--- src/rtl/risxv_fetch_pkg.sv ---
// Shared types and helpers for the fetch aligner.
//   INST_W / HALF_W : instruction and halfword widths
//   is_rvc()        : true when a low halfword starts a 16-bit instruction
//   fetch_word_t    : one 32-bit word as delivered by the fetch FIFO
//   inst_pkt_t      : instruction bundle handed to decode
package risxv_fetch_pkg;

    localparam int unsigned INST_W = 32;
    localparam int unsigned HALF_W = 16;

    typedef logic [INST_W-1:0] fetch_word_t;

    typedef struct packed {
        logic [INST_W-1:0] inst;
        logic [INST_W-1:0] pc;
        logic              rvc;
    } inst_pkt_t;

    // Any encoding whose two low bits are not 2'b11 is compressed.
    function automatic logic is_rvc(input logic [HALF_W-1:0] h);
        return h[1:0] != 2'b11;
    endfunction

endpackage

--- src/rtl/fetch_aligner.sv ---
// Fetch aligner: pops 32-bit fetch words from a combinational-read FIFO and
// splits/joins them into whole RV32IC instructions for decode.
//   i_clk, i_rstn             : clock, asynchronous active-low reset
//   i_fifo_data, i_fifo_empty : FIFO head word and empty flag
//   o_fifo_read               : pop request, FIFO advances at the next edge
//   o_inst_valid/i_inst_ready : decode handshake
//   o_inst, o_inst_pc         : instruction (RVC zero-extended) and its PC
//   o_inst_rvc                : instruction is 16-bit
//   i_flush, i_flush_pc       : redirect from the branch unit
module fetch_aligner
    import risxv_fetch_pkg::*;
#(
    parameter int unsigned     XLEN     = 32,
    parameter logic [XLEN-1:0] RESET_PC = 32'h8000_0000
) (
    input  logic            i_clk,
    input  logic            i_rstn,
    input  logic [31:0]     i_fifo_data,
    input  logic            i_fifo_empty,
    output logic            o_fifo_read,
    output logic            o_inst_valid,
    input  logic            i_inst_ready,
    output logic [31:0]     o_inst,
    output logic [XLEN-1:0] o_inst_pc,
    output logic            o_inst_rvc,
    input  logic            i_flush,
    input  logic [XLEN-1:0] i_flush_pc
);

    // Leftover upper halfword of the previously popped word.
    logic              hb_valid_q, hb_valid_d;
    logic [HALF_W-1:0] hb_data_q, hb_data_d;
    // Discard the low halfword of the next word (redirect to pc[1]=1).
    logic              skip_lo_q, skip_lo_d;
    logic [XLEN-1:0]   pc_q, pc_d;

    fetch_word_t word;
    logic        valid;
    logic        pop;
    logic        hs;

    assign word = i_fifo_data;

    always_comb begin
        valid      = 1'b0;
        pop        = 1'b0;
        o_inst     = '0;
        o_inst_rvc = 1'b0;
        hb_valid_d = hb_valid_q;
        hb_data_d  = hb_data_q;
        skip_lo_d  = skip_lo_q;
        pc_d       = pc_q;
        hs         = 1'b0;

        if (hb_valid_q) begin
            if (is_rvc(hb_data_q)) begin
                // Buffered RVC needs nothing from the FIFO.
                valid      = 1'b1;
                o_inst     = {16'h0000, hb_data_q};
                o_inst_rvc = 1'b1;
                hs         = i_inst_ready;
                if (hs) begin
                    hb_valid_d = 1'b0;
                    pc_d       = pc_q + XLEN'(2);
                end
            end else begin
                // Straddling 32-bit: low half buffered, high half in FIFO head.
                valid  = !i_fifo_empty;
                o_inst = {word[15:0], hb_data_q};
                hs     = valid && i_inst_ready;
                if (hs) begin
                    pop       = 1'b1;
                    hb_data_d = word[31:16];
                    pc_d      = pc_q + XLEN'(4);
                end
            end
        end else if (!i_fifo_empty) begin
            if (skip_lo_q) begin
                pop        = 1'b1;
                hb_data_d  = word[31:16];
                hb_valid_d = 1'b1;
                skip_lo_d  = 1'b0;
            end else if (is_rvc(word[15:0])) begin
                valid      = 1'b1;
                o_inst     = {16'h0000, word[15:0]};
                o_inst_rvc = 1'b1;
                hs         = i_inst_ready;
                if (hs) begin
                    pop        = 1'b1;
                    hb_data_d  = word[31:16];
                    hb_valid_d = 1'b1;
                    pc_d       = pc_q + XLEN'(2);
                end
            end else begin
                valid  = 1'b1;
                o_inst = word;
                hs     = i_inst_ready;
                if (hs) begin
                    pop  = 1'b1;
                    pc_d = pc_q + XLEN'(4);
                end
            end
        end

        // Redirect overrides whatever the case logic decided.
        if (i_flush) begin
            valid      = 1'b0;
            pop        = 1'b0;
            hb_valid_d = 1'b0;
            pc_d       = i_flush_pc;
            skip_lo_d  = i_flush_pc[1];
        end
    end

    // While reset is held nothing is offered or popped, even if the FIFO has data.
    assign o_inst_valid = valid && i_rstn;
    assign o_fifo_read  = pop && i_rstn;
    assign o_inst_pc    = pc_q;

    always_ff @(posedge i_clk or negedge i_rstn) begin
        if (!i_rstn) begin
            hb_valid_q <= 1'b0;
            hb_data_q  <= '0;
            skip_lo_q  <= RESET_PC[1];
            pc_q       <= RESET_PC;
        end else begin
            hb_valid_q <= hb_valid_d;
            hb_data_q  <= hb_data_d;
            skip_lo_q  <= skip_lo_d;
            pc_q       <= pc_d;
        end
    end

endmodule

--- config.mk ---
export PLATFORM = sky130hd
export DESIGN_NAME = fetch_aligner
export DESIGN_NICKNAME = d
export VERILOG_FILES = /design/src/rtl/risxv_fetch_pkg.sv /design/src/rtl/fetch_aligner.sv
export SDC_FILE = /design/constraint.sdc
export NUM_CORES = 1
export LEC_CHECK = 0
export BUFFER_PORTS_ARGS = -buffer_cell sky130_fd_sc_hd__buf_2
export CAP_MARGIN = 40
export CORE_MARGIN = 2
export CORE_UTILIZATION = 53
export CTS_CLUSTER_SIZE = 14
export DETAILED_ROUTE_END_ITERATION = 12
export PLACE_DENSITY = 0.92
export SYNTH_ARGS = -nofsm -noshare
export SYNTH_HDL_FRONTEND = slang
export SYNTH_SLANG_ARGS = --single-unit
--- constraint.sdc ---
create_clock -name i_clk -period 3.3 [get_ports i_clk]
set_input_delay 0.33 -clock i_clk [delete_from_list [all_inputs] [get_ports i_clk]]
set_output_delay 0.33 -clock i_clk [all_outputs]
set_load 0.01 [all_outputs]
* After elaboration in Yosys (flattened, before gate mapping)
Cells that the tools add are included.
** Word-level totals
- Output and inout port bits :: 67
- Bits of input ports :: 69
- Register bits after elaboration :: 50
- Word-level logic and storage cells :: 74
** Operators by class
- Equal/unequal tests :: 10
- Reduce and logical (&&, ||, !) cells :: 10
- $add $sub $neg :: 2
- Multiplexer cells :: 48
** Operators by type and width (number)
- $mux W32 :: 14
- $mux W16 :: 7
- $add A32 B2 Y32 const B :: 1
- $add A32 B3 Y32 const B :: 1
- $mux W1 :: 27
- $ne A2 B2 Y1 const B :: 4
- $ne A2 B1 Y1 const B :: 3
- $reduce_bool A3 Y1 :: 2
- $reduce_and A5 Y1 :: 1
- $ne A4 B2 Y1 const B :: 1
- $reduce_and A4 Y1 :: 1
- $reduce_bool A4 Y1 :: 1
- $logic_and A1 B1 Y1 :: 3
- $ne A3 B1 Y1 const B :: 1
- $ne A3 B3 Y1 const B :: 1
- $reduce_and A2 Y1 :: 1
- $logic_not A1 Y1 :: 1

* Logic depth before layout (Yosys ltp)
- Depth in word-level cells :: 7
- Depth in mapped cells :: 7
- Mapped depth without buffers :: 6

* Least setup slack after synthesis
OpenSTA, ideal clock, no wires.
- Path kind :: reg-to-output
- From :: register hb_valid_q
- To :: output o_inst[21]
- Arrival :: 1.922 ns
- Path slack :: 1.048 ns
- Data required time :: 2.970 ns
- Buffers on the path :: 2
- Stages on the path, launching flop included :: 6
- Cells stage by stage :: dfrtp_1 -> buf_2 -> nor3_1 -> nor2b_1 -> clkbuf_1 -> a22o_1
** Between the ends
- Longest elaborated chain between the ends :: 1
** Ends and longest elaborated chain
- start: declaration :: line fetch_aligner.sv:31 : logic hb_valid_q, hb_valid_d;
- start signal: assignment :: line fetch_aligner.sv:127 : hb_valid_q <= hb_valid_d;
- $mux W32 :: line fetch_aligner.sv:55 : if (hb_valid_q) begin
- end: declaration :: line fetch_aligner.sv:23 : output logic [31:0] o_inst,
Every way passes these cells.

* Final worst setup path
- From :: register hb_valid_q
- To :: register pc_q[9], in the netlist o_inst_pc[9]
** Between the ends
- Longest elaborated chain between the ends :: 2
- Elaborated cells between the ends (all ways) :: 7
- Classes of those cells :: 3 x eq/ne; 2 x mux; 2 x reduce/logical
** Ends and longest elaborated chain
- $ne A4 B2 Y1 (no line), or another cell as far along
- $reduce_and A4 Y1 (no line) / $mux W32 (equally long branches)
- end signal: assignment :: line fetch_aligner.sv:130 : pc_q <= pc_d;
- end: declaration :: line fetch_aligner.sv:35 : logic [XLEN-1:0] pc_q, pc_d;
Parallel ways exist; a longest one is shown, timed or not.
A chain may end at the register's enable or synchronous reset.

==> results.ini <==
[status]
status=finished, final reports clean

[timing]
setup_viol=0
finalSetupTns_ns=0
rsz0062_at_grt=false
finalHoldViolations=0
worst_slack_ns=0.642
fmax_ghz=0.376
slew-limit-headroom=0.514
period_needed_ns=2.66
fin_skew_ns=0.00793
slew_viol_final=0
worst_pin_slew_ns=0.724
hold_ws_ns=0.173
timing.final.crit_share=0.806

[global_routing]
antenna_found_initial=0
grt.met3_usage=0.0606
grt_max_degree=51
grt_use_met1=0.380
busiest_layer=met2
track_usage=0.303
grt_pass1_wl_mm=17.4
grt_pass1_vias=3568
gr-usage-met2=0.518
overflow=0

[setup_path]
cpLargestDelayFamily=compound AO/OA/AOI/OAI gates
critPathMaxFanout=26
critPathMaxStageDelay_ns=0.64
crit_type=register to register
path_cells=a32o_1 -> a221oi_2 -> nor2_1 -> buf_4 -> o311ai_0 -> o311ai_0
required_ns=3.46
start_kind=register
worstSetupEndpointType=register
crit_slowest_cell=dfrtp_1
crit_top_cell=o311ai_0
critical_path_arrival_ns=2.82
crit_buf_inv=1

[die]
rows=28
dieWidth_um=83.2
die_y_um=83.2
ios=136
start_util=0.555
dieArea_mm2=0.00692
core-area_mm2=0.00599

[synth]
ys_seq_elements=50
ys_seq_area_frac=0.377
synth_ff_type=dfrtp_1
async_reset_ff_frac=1.00
postSynthCellCount=376
syn_area_mm2=0.00332
avgSynthCellArea_um2=8.83
yosys.cell_types.count=57
syn_nets=447
synthesis.yosys.warnings=0
synth_edf_count=0

[finish]
utilization=0.693
synthToLayoutAreaGrowth_pct=24.9
drive_above_1_share=0.343
layout_commonest_cell=buf_2
final_nets=576
final_cell_mix=buf_2, nand2_1, dfrtp_1
diodes=0

[clock_network]
cts.htree.levels=2
hold_buffers=0
cts_resized=0
path_clk_slew_ns=0.09
cts-root-buf=clkbuf_8
cts.path.max_buffers=2
cts_sinks=50
tritoncts=done
cts_setup_buffers=0
clkLatencyLatePin_ns=0.31
cts_made_buffers=5

[power_and_ir_drop]
power.total_mw=1.65
vdd_drop_max_v=0.000247
power_density_mw_per_mm2=399
p_leak_nw=1.86

[route]
drt_iter0_drc=309
wl_per_cell_um=18.2
dr.pass1.iters=5
via_count=3849
drc=0
viasPerCell=6.64
antenna_left=0
drt_wl_total_mm=10.6

[placed_design]
hpwl_mm=7.81
io_buffer_count=135
gp_congestion=0.969
post-place-ws_ns=0.719

[hold_path]
hp-class=input port to async pin

[flow_run]
drv_cap=0

[registers in the layout (all words and copies together) (netlist names)]
name,cells
hb_data_q,16
hb_valid_q,1
o_inst_pc,32
skip_lo_q,1
[synth_stat cells, drive strengths merged (2+ instances only)]
cell,n,area share
nand2,58,0.066
dfrtp,49,0.37
a22o,31,0.082
o211ai,21,0.047
nand3,20,0.030
clkbuf,18,0.021
mux2,17,0.058
o311ai,17,0.045
nor2,16,0.018
nand4,11,0.021
o21ai,11,0.017
inv,10,0.011
nor3,10,0.015
or3,8,0.015
or4,7,0.016
a31oi,5,0.0094
buf,5,0.0090
nor2b,5,0.0094
a21oi,4,0.0060
a211oi,3,0.0083
and3,3,0.0057
and4,3,0.0079
nand2b,3,0.0057
or2,3,0.0057
a21boi,2,0.0045
a221oi,2,0.0072
a2bb2oi,2,0.0053
a311oi,2,0.0053
and2,2,0.0038
ha,2,0.0075
nor4,2,0.0038
o2111ai,2,0.0053
o21a,2,0.0045
o221ai,2,0.0053
o22ai,2,0.0038
o31ai,2,0.0045
o41ai,2,0.0053
[cells by family (layout without fill, tap and decap cells)]
| logic type | count (synthesis) | after routing | share of synthesized area |
|---|---|---|---|
| simple gates | 154 | 154 | 0.230 |
| compound gates | 118 | 118 | 0.281 |
| flops | 50 | 50 | 0.377 |
| buf+inv | 33 | 162 | 0.0411 |
| mux | 17 | 17 | 0.0576 |
| fa+ha+maj | 2 | 2 | 0.00753 |
| xor+xnor | 2 | 2 | 0.00527 |
[metal layers]
metal,vias up,part of all wire
li1,1729,-
met1,1857,0.40
met2,236,0.49
met3,27,0.088
met4,0,0.019
met5,-,0
[final cells by class]
type	instances	area (um^2)
fill	490	1840
multi-input combinational	293	1940
sequential	50	1250
tap	75	93.8
timing repair buffer	145	751
inverter	10	37.5
clock buffer	7	76.3
[per-stage QoR]
stage                     instance area, um^2  std cells
after global routing                     4150        580
after detailed placement                 4070        573
after floorplan                          3320        376
after global placement                   4070        573
final                                    4150        580
after CTS                                4150        580
[report_power, final]
group,total (mW),internal [mW],switching [mW]
Clock,0.344,0.147,0.198
Sequential,0.807,0.699,0.108
Combinational,0.504,0.232,0.272
[worst reg2reg max path: cells and delay by family (launching register included)]
kind	cells	cell delay [ns]
compound gates	4	1.39
flops	1	0.64
buf+inv	1	0.23
simple gates	1	0.25
[final timing paths]
path / from / to / slack [ns] / cells after the start
hold reg to reg: o_inst_pc[0] / o_inst_pc[0] / 0.51 / 1
hold / removal: i_rstn / o_inst_pc[16] / 0.17 / 2
setup reg to reg: hb_valid_q / o_inst_pc[9] / 0.64 / 6
max in group asynchronous: i_rstn / o_inst_pc[4] / 2.67 / 2
setup / recovery: hb_valid_q / o_inst_pc[9] / 0.64 / 6
min in group i_clk: i_flush_pc[11] / o_inst_pc[11] / 0.23 / 3
No activity file was read; power rests on OpenSTA's default activity.
